## src/rtl/gpr_ctx_engine.sv

```systemverilog
// gpr_ctx_engine - context save/restore engine for the GPR file.
//
// This block is the master of the GPR read and write buses. While idle it
// passes CPU pipeline traffic straight through. On a command it takes both
// buses and does one of two things:
//   save    : reads a contiguous, wrapping GPR range and streams it out (so_*)
//   restore : accepts a word stream (ri_*) and writes it into a GPR range
//
// Ports:
//   clk, rst                 clock; synchronous active-high reset
//   cmd_valid/ready/op/first/count
//                            command handshake (op 0=save, 1=restore)
//   busy, done               engine owns the buses / one-cycle completion pulse
//   so_valid/ready/data/last save output stream
//   ri_valid/ready/data      restore input stream
//   pl_rd_addr_*, pl_rd_data_*, pl_wr_*
//                            pipeline side of the GPR buses
//   gpr_rd_addr_*, gpr_rd_data_*, gpr_wr_*
//                            GPR file side (write enable is active-low)
module gpr_ctx_engine #(
  parameter int ADDR_W  = 5,
  parameter int DATA_W  = 32,
  parameter int GPR_NUM = 32
) (
  input  logic              clk,
  input  logic              rst,
  input  logic              cmd_valid,
  output logic              cmd_ready,
  input  logic              cmd_op,
  input  logic [ADDR_W-1:0] cmd_first,
  input  logic [ADDR_W:0]   cmd_count,
  output logic              busy,
  output logic              done,
  output logic              so_valid,
  input  logic              so_ready,
  output logic [DATA_W-1:0] so_data,
  output logic              so_last,
  input  logic              ri_valid,
  output logic              ri_ready,
  input  logic [DATA_W-1:0] ri_data,
  input  logic [ADDR_W-1:0] pl_rd_addr_0,
  input  logic [ADDR_W-1:0] pl_rd_addr_1,
  output logic [DATA_W-1:0] pl_rd_data_0,
  output logic [DATA_W-1:0] pl_rd_data_1,
  input  logic [ADDR_W-1:0] pl_wr_addr,
  input  logic [DATA_W-1:0] pl_wr_data,
  input  logic              pl_wr_we_,
  output logic [ADDR_W-1:0] gpr_rd_addr_0,
  output logic [ADDR_W-1:0] gpr_rd_addr_1,
  input  logic [DATA_W-1:0] gpr_rd_data_0,
  input  logic [DATA_W-1:0] gpr_rd_data_1,
  output logic [ADDR_W-1:0] gpr_wr_addr,
  output logic [DATA_W-1:0] gpr_wr_data,
  output logic              gpr_wr_we_
);

  typedef enum logic [1:0] {
    ST_IDLE    = 2'd0,
    ST_SAVE    = 2'd1,
    ST_RESTORE = 2'd2,
    ST_DONE    = 2'd3
  } state_t;

  localparam logic [ADDR_W:0]   NUM_C   = (ADDR_W+1)'(GPR_NUM);
  localparam logic [ADDR_W:0]   ONE_C   = (ADDR_W+1)'(1);
  localparam logic [ADDR_W:0]   ZERO_C  = (ADDR_W+1)'(0);
  localparam logic [ADDR_W-1:0] PTR1_C  = ADDR_W'(1);

  state_t              state_q, state_d;
  logic [ADDR_W-1:0]   ptr_q, ptr_d;
  logic [ADDR_W:0]     rem_q, rem_d;
  logic                so_valid_q, so_valid_d;
  logic                so_last_q, so_last_d;
  logic [DATA_W-1:0]   so_data_q, so_data_d;

  logic [ADDR_W:0]     count_clamped_s;
  logic                load_s;
  logic                ri_accept_s;
  logic                ri_ready_s;
  logic                idle_s;

  // Command length clamp and per-state helper decodes.
  always_comb begin
    if (cmd_count > NUM_C) begin
      count_clamped_s = NUM_C;
    end else begin
      count_clamped_s = cmd_count;
    end
    idle_s = (state_q == ST_IDLE);
    // Reset gates the restore handshake so no write slips out in the reset cycle.
    ri_ready_s  = (state_q == ST_RESTORE) && (rem_q != ZERO_C) && !rst;
    ri_accept_s = ri_valid && ri_ready_s;
    // A new save beat can be captured whenever the output slot is empty or draining.
    load_s = (state_q == ST_SAVE) && (rem_q != ZERO_C) && (!so_valid_q || so_ready);
  end

  // Next-state logic for the FSM, pointer, counter and save output register.
  always_comb begin
    state_d    = state_q;
    ptr_d      = ptr_q;
    rem_d      = rem_q;
    so_valid_d = so_valid_q;
    so_last_d  = so_last_q;
    so_data_d  = so_data_q;
    case (state_q)
      ST_IDLE: begin
        if (cmd_valid) begin
          ptr_d = cmd_first;
          rem_d = count_clamped_s;
          if (count_clamped_s == ZERO_C) begin
            state_d = ST_DONE;
          end else if (cmd_op) begin
            state_d = ST_RESTORE;
          end else begin
            state_d = ST_SAVE;
          end
        end else begin
          state_d = ST_IDLE;
        end
      end
      ST_SAVE: begin
        if (load_s) begin
          so_data_d  = gpr_rd_data_0;
          so_valid_d = 1'b1;
          so_last_d  = (rem_q == ONE_C);
          ptr_d      = ptr_q + PTR1_C;
          rem_d      = rem_q - ONE_C;
        end else if (so_valid_q && so_ready) begin
          so_valid_d = 1'b0;
          // Only the last beat can drain without a reload, but test it explicitly.
          if (so_last_q) begin
            so_last_d = 1'b0;
            state_d   = ST_DONE;
          end else begin
            state_d   = ST_SAVE;
          end
        end else begin
          state_d = ST_SAVE;
        end
      end
      ST_RESTORE: begin
        if (ri_accept_s) begin
          ptr_d = ptr_q + PTR1_C;
          rem_d = rem_q - ONE_C;
          if (rem_q == ONE_C) begin
            state_d = ST_DONE;
          end else begin
            state_d = ST_RESTORE;
          end
        end else begin
          state_d = ST_RESTORE;
        end
      end
      ST_DONE: begin
        state_d = ST_IDLE;
      end
      default: begin
        state_d = ST_IDLE;
      end
    endcase
  end

  // State and datapath registers with synchronous reset.
  always_ff @(posedge clk) begin
    if (rst) begin
      state_q    <= ST_IDLE;
      ptr_q      <= '0;
      rem_q      <= '0;
      so_valid_q <= 1'b0;
      so_last_q  <= 1'b0;
      so_data_q  <= '0;
    end else begin
      state_q    <= state_d;
      ptr_q      <= ptr_d;
      rem_q      <= rem_d;
      so_valid_q <= so_valid_d;
      so_last_q  <= so_last_d;
      so_data_q  <= so_data_d;
    end
  end

  // Bus ownership: pass-through when idle, engine-driven (pipeline isolated) otherwise.
  always_comb begin
    gpr_rd_addr_1 = pl_rd_addr_1;
    if (idle_s) begin
      gpr_rd_addr_0 = pl_rd_addr_0;
      pl_rd_data_0  = gpr_rd_data_0;
      pl_rd_data_1  = gpr_rd_data_1;
      gpr_wr_addr   = pl_wr_addr;
      gpr_wr_data   = pl_wr_data;
      gpr_wr_we_    = pl_wr_we_;
    end else begin
      gpr_rd_addr_0 = ptr_q;
      pl_rd_data_0  = '0;
      pl_rd_data_1  = '0;
      gpr_wr_addr   = ptr_q;
      gpr_wr_data   = ri_data;
      gpr_wr_we_    = !ri_accept_s;
    end
  end

  // Status and stream outputs decoded from registered state.
  always_comb begin
    cmd_ready = idle_s;
    busy      = (state_q == ST_SAVE) || (state_q == ST_RESTORE);
    done      = (state_q == ST_DONE);
    ri_ready  = ri_ready_s;
    so_valid  = so_valid_q;
    so_last   = so_last_q;
    so_data   = so_data_q;
  end

endmodule

```

## config.mk

```make
export PLATFORM = sky130hd
export DESIGN_NAME = gpr_ctx_engine
export DESIGN_NICKNAME = d
export VERILOG_FILES = /design/src/rtl/gpr_ctx_engine.sv
export SDC_FILE = /design/constraint.sdc
export NUM_CORES = 1
export LEC_CHECK = 0
export BUFFER_PORTS_ARGS = -buffer_cell sky130_fd_sc_hd__buf_4
export CAP_MARGIN = 20
export CORE_AREA = 5 5 117 119
export DETAILED_ROUTE_END_ITERATION = 6
export DIE_AREA = 0 0 122 124
export PLACE_DENSITY = 0.7
export SLEW_MARGIN = 15
export SYNTH_ARGS = -nofsm -noshare
export SYNTH_HDL_FRONTEND = slang
export SYNTH_SLANG_ARGS = --single-unit
```

## constraint.sdc

```tcl
create_clock -name clk -period 3.1 [get_ports clk]
set_input_delay 0.775 -clock clk [delete_from_list [all_inputs] [get_ports clk]]
set_output_delay 0.775 -clock clk [all_outputs]
set_load 0.005 [all_outputs]
```

; ---- Yosys cells after proc, flatten, opt, wreduce, memory -nomap -nowiden
; Index checks and enable logic that the tools add are counted.
[totals]
regBits = 47
input_bits = 161
out_inout_bits = 150
elab_cells = 63
[classes]
add_sub_neg = 2
n_lt_le_gt_ge = 1
eq_ne = 8
mux = 27
n_reduce_logical = 19
[op_table]
columns = cell, count
row1 = 32-bit two-way mux, 3
row2 = 5-bit two-way mux, 5
row3 = 6-bit two-way mux, 4
row4 = 6-bit one-hot mux with 3 select lines, 1
row5 = 5-bit one-hot mux with 3 select lines, 1
row6 = 2-bit two-way mux, 7
row7 = "2-bit inequality test, second input constant", 4
row8 = 2-bit one-hot mux with 4 select lines, 1
row9 = "6-bit by 1-bit equality test with 1-bit output, second input constant", 1
row10 = "6-bit > comparator, second input constant", 1
row11 = 1-bit logical AND, 6
row12 = 6-bit zero test, 1
row13 = 6-bit nonzero test, 1
row14 = "6-bit by 1-bit subtractor with 6-bit output, second input constant", 1
row15 = "5-bit by 1-bit adder with 5-bit output, second input constant", 1
row16 = 1-bit two-way mux, 5
row17 = "2-bit equality test, second input constant", 2
row18 = 2-bit AND reduction, 2
row19 = 4-bit AND reduction, 1
row20 = 1-bit zero test, 3
row21 = 3-bit nonzero test, 1
row22 = "2-bit by 1-bit equality test with 1-bit output, second input constant", 1
row23 = 2-bit zero test, 1
row24 = 1-bit logical OR, 2
row25 = 2-bit nonzero test, 1

; ---- Logic depth before layout (Yosys ltp)
; Gate-level depths: netlist of run 1.
[depth]
depth_word = 6
mapped_depth = 8
depth_no_buf = 6

; ---- Least setup slack after synthesis of run 1
; OpenSTA, ideal clock, no wires.
[synth_timing]
path_type = register to output
start = register state_q[0]
end = output gpr_rd_addr_0[0]
arrival_ns = 1.620
required_ns = 2.325
path_slack_ns = 0.705
stages_incl_launch_ff = 8
cell_sequence = dfxtp_1 -> inv_1 -> ha_1 -> clkbuf_1 -> buf_1 -> clkbuf_1 -> nand2_1 -> nand2_1
[synth_via]
elab_chain_len = 2
[synth_rtl]
columns = item, line_no
row1 = "start, declared", 69  ; state_t state_q, state_d;
row2 = "start signal, assigned", 173  ; state_q <= state_d;
row3 = 2-bit zero test, 89  ; idle_s = (state_q == ST_IDLE);
row4 = named net cmd_ready, 28  ; output logic cmd_ready,
row5 = 5-bit two-way mux, 185  ; if (idle_s) begin
row6 = "end, declared", 48  ; output logic [ADDR_W-1:0] gpr_rd_addr_0,
; The timed path passes the listed nets, and every way through them passes these cells.

; ---- Worst setup path after layout of run 1
[layout_timing]
start = register state_q[0]
end = output gpr_wr_we_
[layout_via]
elab_chain_len = 6
elab_cells_between_ends = 7
cone_classes = 1 x eq/ne / 1 x mux / 5 x reduce/logical
[layout_rtl]
columns = item, line_no
row1 = 2-bit equality test, 91  ; ri_ready_s = (state_q == ST_RESTORE) && (rem_q != ZERO_C) && !rst;
row2 = 1-bit logical AND (2 in a row), 91
row3 = 1-bit logical AND, 92  ; ri_accept_s = ri_valid && ri_ready_s;
row4 = 1-bit zero test, 198  ; gpr_wr_we_ = !ri_accept_s;
row5 = 1-bit two-way mux *, 185
row6 = "end, declared", 54  ; output logic gpr_wr_we_
; Mark *: on every way between the ends. The rest lies on a longest branch, timed or not.

==> results of run 1 <==
## sequential cells by signal, summed over array words and instances (netlist names)
signal	cells
so_last	1
so_valid	1
ptr_q	5
state_q	2
rem_q	6
so_data	32
## cell usage after synthesis, drive strengths merged
cell type   n
o211ai      1
mux2i       1
o31ai       5
nor3b       1
nor3        2
or2         1
ha          8
o221ai      1
o31a        1
nor2b       1
and2       65
nand2b     10
a311oi      3
a211o       1
nand3       8
and3        1
a41o        4
a2bb2oi     2
a41oi       2
a22oi       2
clkbuf     20
nand2      97
mux2       32
a211oi      5
xor2        1
a221oi      2
a21oi      39
nor4        2
nor2        2
dfxtp      47
a21o        2
or4         2
nand4       2
buf        15
a2111oi     1
clkinv      1
inv        10
a31oi       6
o21ai       2
a32o        1
## per-layer routing
metal	vias to the layer above	global-route usage	wire length, microns
li1	1947	-	-
met1	1801	0.196	5440
met2	208	0.315	7240
met3	19	0.0368	1290
met4	0	0.0504	261
met5	-	0	0
## kinds of logic (layout without fill, tap and decap cells)
group | Yosys count | count (layout) | share of synthesized area
AO/OA/AOI/OAI | 80 | 80 | 0.173
XOR/XNOR | 1 | 1 | 0.00279
adder cells (fa/ha/maj) | 8 | 8 | 0.0318
buffers and inverters | 46 | 330 | 0.0661
flip-flops | 47 | 47 | 0.299
multiplexers | 33 | 33 | 0.118
AND/OR/NAND/NOR | 194 | 194 | 0.309
## through the flow
stage / setup slack, ns / power (uW) / utilization / hold WS [ns] / cell area [sq um]
CTS: 0.305 / 4500 / 0.459 / 0.456 / 5720
global placement: 0.406 / 3930 / 0.448 / 0.442 / 5580
floorplan: 0.705 / 2390 / - / 0.453 / 3140
detailed placement: 0.387 / 3950 / 0.448 / 0.447 / 5580
finish: 0.259 / 4430 / 0.459 / 0.455 / 5720
global route: 0.184 / 4780 / 0.459 / 0.469 / 5720
## cell usage in the layout, fill, tap and decap left out, types with 3 or more instances in the layout
master / count
sky130_fd_sc_hd__clkbuf_16: 5
sky130_fd_sc_hd__a311oi_2: 3
sky130_fd_sc_hd__a41o_1: 4
sky130_fd_sc_hd__nand2b_1: 10
sky130_fd_sc_hd__o31ai_1: 5
sky130_fd_sc_hd__a31oi_1: 6
sky130_fd_sc_hd__a211oi_1: 4
sky130_fd_sc_hd__buf_4: 310
sky130_fd_sc_hd__nand3_1: 8
sky130_fd_sc_hd__a21oi_1: 39
sky130_fd_sc_hd__inv_1: 10
sky130_fd_sc_hd__nand2_1: 97
sky130_fd_sc_hd__and2_1: 65
sky130_fd_sc_hd__dfxtp_1: 47
sky130_fd_sc_hd__ha_1: 7
sky130_fd_sc_hd__mux2_2: 32
## cell type report
| class | count | share of cell area |
|---|---|---|
| Timing Repair Buffer | 312 | 0.414 |
| Multi-Input combinational cell | 316 | 0.352 |
| Sequential cell | 47 | 0.165 |
| Tap cell | 172 | 0.0376 |
| Clock buffer | 5 | 0.0219 |
| Inverter | 11 | 0.00722 |
| Clock inverter | 2 | 0.00241 |
## report_power, final
part           leakage, uW  internal, uW  total, uW  switching [uW]
Clock            0.0000696           295        528             233
Combinational      0.00227          1620       2980            1360
Sequential        0.000383           771        918             148
## worst max-delay path, delay by kind of cell (launching register included)
family | cells | cell delay, ns
fa+ha+maj | 1 | 0.23
compound gates | 2 | 0.79
buf+inv | 3 | 0.44
flops | 1 | 0.33
## how the worst max path moves through the flow
stage | from | end | slack (ns) | cells past startpoint
after global routing | state_q[0] | gpr_wr_we_ | 0.18 | 6
after detailed placement | rst | gpr_wr_we_ | 0.39 | 5
after global placement | rst | gpr_wr_we_ | 0.41 | 5
final | state_q[0] | gpr_wr_we_ | 0.26 | 6
after floorplan | state_q[0] | gpr_rd_addr_0[0] | 0.71 | 7
after CTS | state_q[0] | gpr_wr_data[29] | 0.30 | 5
==> impl_metrics.py, run 1 <==
metrics = {
    "die": {
        "start_util": 0.252,
        "core-area_sq_um": 12500,
        "die_w_microns": 122,
        "die_y_microns": 124,
        "num_rows": 41,
        "io_pins": 311,
        "floorplan.die_area_sq_um": 15100,
    },
    "critical_path": {
        "worstPathRequired_ns": 2.32,
        "worst_setup_path_start_kind": "register",
        "critical_path_class": "register to output port",
        "cpMaxStageDelayCell": "sky130_fd_sc_hd__a2111oi_0",
        "reg2reg_from": "rem_q[0]",
        "cells_along_the_critical_path": "inv_1 -> ha_1 -> inv_1 -> a2111oi_0 -> a21oi_1 -> buf_4",
        "critical_path.max_fanout": 3,
        "r2r_slack_ns": 0.93,
        "slowest_delay_ns": 0.67,
        "critical_path_arrival_ns": 2.07,
        "reg2reg_capture_point": "ptr_q[0]",
        "setup.worst_path.end_class": "output port",
        "critPathMostFrequentCell": "sky130_fd_sc_hd__inv_1",
        "worst-r2r-cell-count": 8,
    },
    "run_status": {
        "result_of_the_run": "finished, final reports clean",
    },
    "clock_network": {
        "htreeDepth": 2,
        "postCtsHoldBufs": 0,
        "tritoncts": "built",
        "cts-root-to-sink-buffers": 2,
        "clkTransAtPathRegs_ns": 0.06,
        "cts_resized": 0,
        "clock-root-buffer": "sky130_fd_sc_hd__clkbuf_16",
        "post-cts-setup-buffer-count": 0,
        "tritoncts_num_sinks": 47,
        "cts-buffers-inserted": 5,
        "clk_latency_ns": 0.29,
    },
    "yosys": {
        "netlist_area_sq_um": 3140,
        "synth-seq-area-share": 0.299,
        "synth_cell_types": 45,
        "synthDominantCellAreaShare": 0.299,
        "post-synth-top-area-cell": "sky130_fd_sc_hd__dfxtp_1",
        "synth-seq-cells": 47,
        "netlist_instances": 409,
        "synth-warning-count": 0,
        "main_area_contributors_after_synthesis": "sky130_fd_sc_hd__dfxtp_1, sky130_fd_sc_hd__and2_1, sky130_fd_sc_hd__nand2_1",
        "postSynthNetCount": 578,
        "syn_avg_cell_area_sq_um": 7.68,
    },
    "drt": {
        "antenna_left": 0,
        "routed_wl_microns": 14200,
        "routed_via_count_divided_by_cell_count": 4.60,
        "wl_per_cell_microns": 16.4,
        "drt_pre_antenna_iters": 4,
        "detailedRoute.firstIterationViolations": 150,
        "num_vias": 3975,
        "post-route-drc-count": 0,
    },
    "run": {
        "max_cap_violations": 0,
    },
    "power": {
        "max-vdd-ir-drop_mv": 0.396,
        "power_leakage_uw": 0.00272,
        "power_per_cell_area_nw_per_um2": 774,
    },
    "timing": {
        "finalWorstPathRequiredPeriod_ns": 2.84,
        "number_of_hold_slack_violations_in_the_final_timing_report": 0,
        "clock_skew_ns": 0.00821,
        "timing.max_slew.rel_slack": 0.478,
        "timing_worst_slew_pin_value_ns": 0.763,
        "report.final.slew_viol_count": 0,
        "post-route-period-util": 0.916,
        "totalNegativeSetupSlack_ns": 0,
        "rsz_0062_raised_after_global_routing": "false",
        "fmax_mhz": 352,
        "setup_violations": 0,
    },
    "layout": {
        "final.fill_count": 1294,
        "syn2layout_area_growth_pct": 81.9,
        "insertedDiodeCount": 0,
        "layout.cells.non_filler": 865,
        "ff_latch_area_sq_um": 941,
        "number_of_nets_in_the_finished_design": 862,
        "multi_input_comb_area_sq_um": 2010,
        "drive_gt1_frac": 0.517,
    },
    "grt": {
        "wire_length_of_the_first_global_routing_pass_microns": 20300,
        "grt.total_usage": 0.170,
        "grt_start_max_net_pins": 49,
        "antenna_found_initial": 0,
        "globalRoute.totalOverflow": 0,
        "first_global_vias": 3956,
    },
    "min_path": {
        "min-delay-start": "so_data[13]",
        "min-delay-path-class": "register to register",
        "hold-path-cell-count": 2,
        "holdPathEnd": "so_data[13]",
    },
    "place": {
        "detailed_place_hpwl_microns": 11600,
        "gpl.final_weighted_congestion": 0.895,
        "dpl.cell_count": 858,
        "numPortBuffers": 300,
    },
}
Power figures use the tool's default switching activity.
==> run 2: changes to the inputs <==
CORE_AREA = 2 2 121 123   (was 5 5 117 119)
DIE_AREA = 0 0 123 125   (was 0 0 122 124)
PLACE_DENSITY = unset   (was 0.7)
PLACE_DENSITY_LB_ADDON = 0.08   (was unset)
==> run 2 against run 1 <==
Against the previous run:
- clock-buffer cell count did not move
- worst setup slack improved by 0.080 ns
- die area rose by 1.6%
- via count fell by 1.8%
- cell count rose by 1.3%
- critical path depth fell by 1
- maximum frequency rose by 2.9%
- final area rose by 0.26%
- sequential share of layout area barely moved
- sequential cell count did not move
- critical path type unchanged
==> impl_metrics.py, run 2 (synthesis results as in run 1) <==
metrics = {
    "drt": {
        "antenna_left": 0,
        "drt_pre_antenna_iters": 4,
        "routed_wl_microns": 14200,
        "num_vias": 3902,
        "routed_via_count_divided_by_cell_count": 4.45,
        "detailedRoute.firstIterationViolations": 214,
        "wl_per_cell_microns": 16.2,
        "post-route-drc-count": 0,
    },
    "grt": {
        "wire_length_of_the_first_global_routing_pass_microns": 21500,
        "grt_start_max_net_pins": 49,
        "globalRoute.totalOverflow": 0,
        "grt.total_usage": 0.180,
        "antenna_found_initial": 1,
        "first_global_vias": 3976,
    },
    "place": {
        "numPortBuffers": 300,
        "detailed_place_hpwl_microns": 11500,
        "dpl.cell_count": 867,
        "detailed_place.area_sq_um": 5560,
        "gpl.final_weighted_congestion": 0.798,
    },
    "layout": {
        "post-route-cell-area_sq_um": 5730,
        "number_of_nets_in_the_finished_design": 859,
        "layout.cells.non_filler": 876,
        "layout.cells.most_common_list": "sky130_fd_sc_hd__buf_4, sky130_fd_sc_hd__nand2_1, sky130_fd_sc_hd__and2_1, sky130_fd_sc_hd__dfxtp_1, sky130_fd_sc_hd__a21oi_1",
        "final_common_cell": "sky130_fd_sc_hd__buf_4",
        "drive_gt1_frac": 0.515,
        "syn2layout_area_growth_pct": 82.4,
        "largest_reg_flops": 32,
    },
    "die": {
        "die_w_microns": 123,
        "floorplan.die_area_sq_um": 15400,
        "io_pins": 311,
        "core-area_sq_um": 14200,
        "start_util": 0.221,
        "num_rows": 44,
        "die_y_microns": 125,
    },
    "min_path": {
        "min-delay-start": "so_data[21]",
        "min-delay-path-class": "register to register",
    },
    "critical_path": {
        "critical_path_arrival_ns": 1.99,
        "critical_path.max_fanout": 35,
        "reg2reg_capture_point": "ptr_q[0]",
        "reg2reg_from": "state_q[0]",
        "critical_path_class": "register to output port",
        "r2r_slack_ns": 0.84,
        "worst_setup_path_startpoint": "state_q[0]",
        "worstPathRequired_ns": 2.32,
        "worst-r2r-cell-count": 7,
        "capturing_element_of_the_worst_setup_path": "gpr_wr_data[19]",
        "setup.worst_path.end_class": "output port",
        "worst_setup_path_start_kind": "register",
    },
    "clock_network": {
        "cts-root-to-sink-buffers": 2,
        "cts_resized": 0,
        "tritoncts_num_sinks": 47,
        "htreeDepth": 2,
        "postCtsHoldBufs": 0,
        "cts-buffers-inserted": 5,
        "post-cts-setup-buffer-count": 0,
        "clkTransAtPathRegs_ns": 0.07,
        "tritoncts": "built",
        "clock-root-buffer": "sky130_fd_sc_hd__clkbuf_16",
        "clk_latency_ns": 0.29,
    },
    "timing": {
        "post-route-period-util": 0.890,
        "report.final.slew_viol_count": 0,
        "totalNegativeSetupSlack_ns": 0,
        "timing_worst_slew_pin_value_ns": 0.629,
        "timing.max_slew.rel_slack": 0.570,
        "hold_ws_ns": 0.455,
        "clock_skew_ns": 0.00741,
        "finalWorstPathRequiredPeriod_ns": 2.76,
        "rsz_0062_raised_after_global_routing": "false",
        "fmax_mhz": 362,
        "setup_violations": 0,
        "number_of_hold_slack_violations_in_the_final_timing_report": 0,
    },
    "run_status": {
        "result_of_the_run": "finished, final reports clean",
    },
    "run": {
        "max_cap_violations": 0,
    },
    "power": {
        "max-vdd-ir-drop_mv": 0.296,
        "power_leakage_uw": 0.00271,
        "power_per_cell_area_nw_per_um2": 781,
    },
}
-- run 2: worst min-delay path by stage --
stage	depth (start not counted)	slack [ns]	endpoint
final	2	0.45	so_data[21]
after detailed placement	2	0.45	so_data[21]
after global placement	2	0.44	so_data[20]
after global routing	2	0.48	so_data[7]
after CTS	2	0.46	so_data[21]
after floorplan	2	0.45	so_data[0]
-- run 2: per-layer routing --
layer	routed length (microns)	share of wire	GRT usage	vias to the layer above
li1	-	-	-	1949
met1	5680	0.40	0.212	1787
met2	7330	0.52	0.320	152
met3	993	0.070	0.0470	14
met4	183	0.013	0.0434	0
met5	0	0	0	-
-- run 2: power breakdown --
part	switching (uW)	leakage [uW]	internal, uW	total (uW)
Sequential	140	0.000383	771	910
Clock	246	0.0000804	384	630
Combinational	1360	0.00225	1580	2940
-- run 2: worst max-delay path, stage by stage (launching register included) --
cell and delay, ns:
sky130_fd_sc_hd__dfxtp_1 0.33, sky130_fd_sc_hd__inv_1 0.15, sky130_fd_sc_hd__ha_4 0.39, sky130_fd_sc_hd__buf_4 0.31, sky130_fd_sc_hd__mux2_2 0.37, sky130_fd_sc_hd__buf_4 0.14
-- run 2: through the flow --
step	utilization	setup slack, ns	power, uW
6_report	0.404	0.340	4480
3_5_place_dp	0.391	0.383	3890
3_3_place_gp	0.391	0.326	3870
2_1_floorplan	-	0.705	2390
4_1_cts	0.403	0.288	4540
5_1_grt	0.404	0.191	4820
-- run 2: final cells by class --
cell class	instances	area (sq um)
antenna	1	2.50
multi-input combinational	316	2010
tap	184	230
fill	1525	8470
clock buffer	5	125
sequential	47	941
clock inverter	3	46.3
inverter	11	41.3
timing repair buffer	309	2330
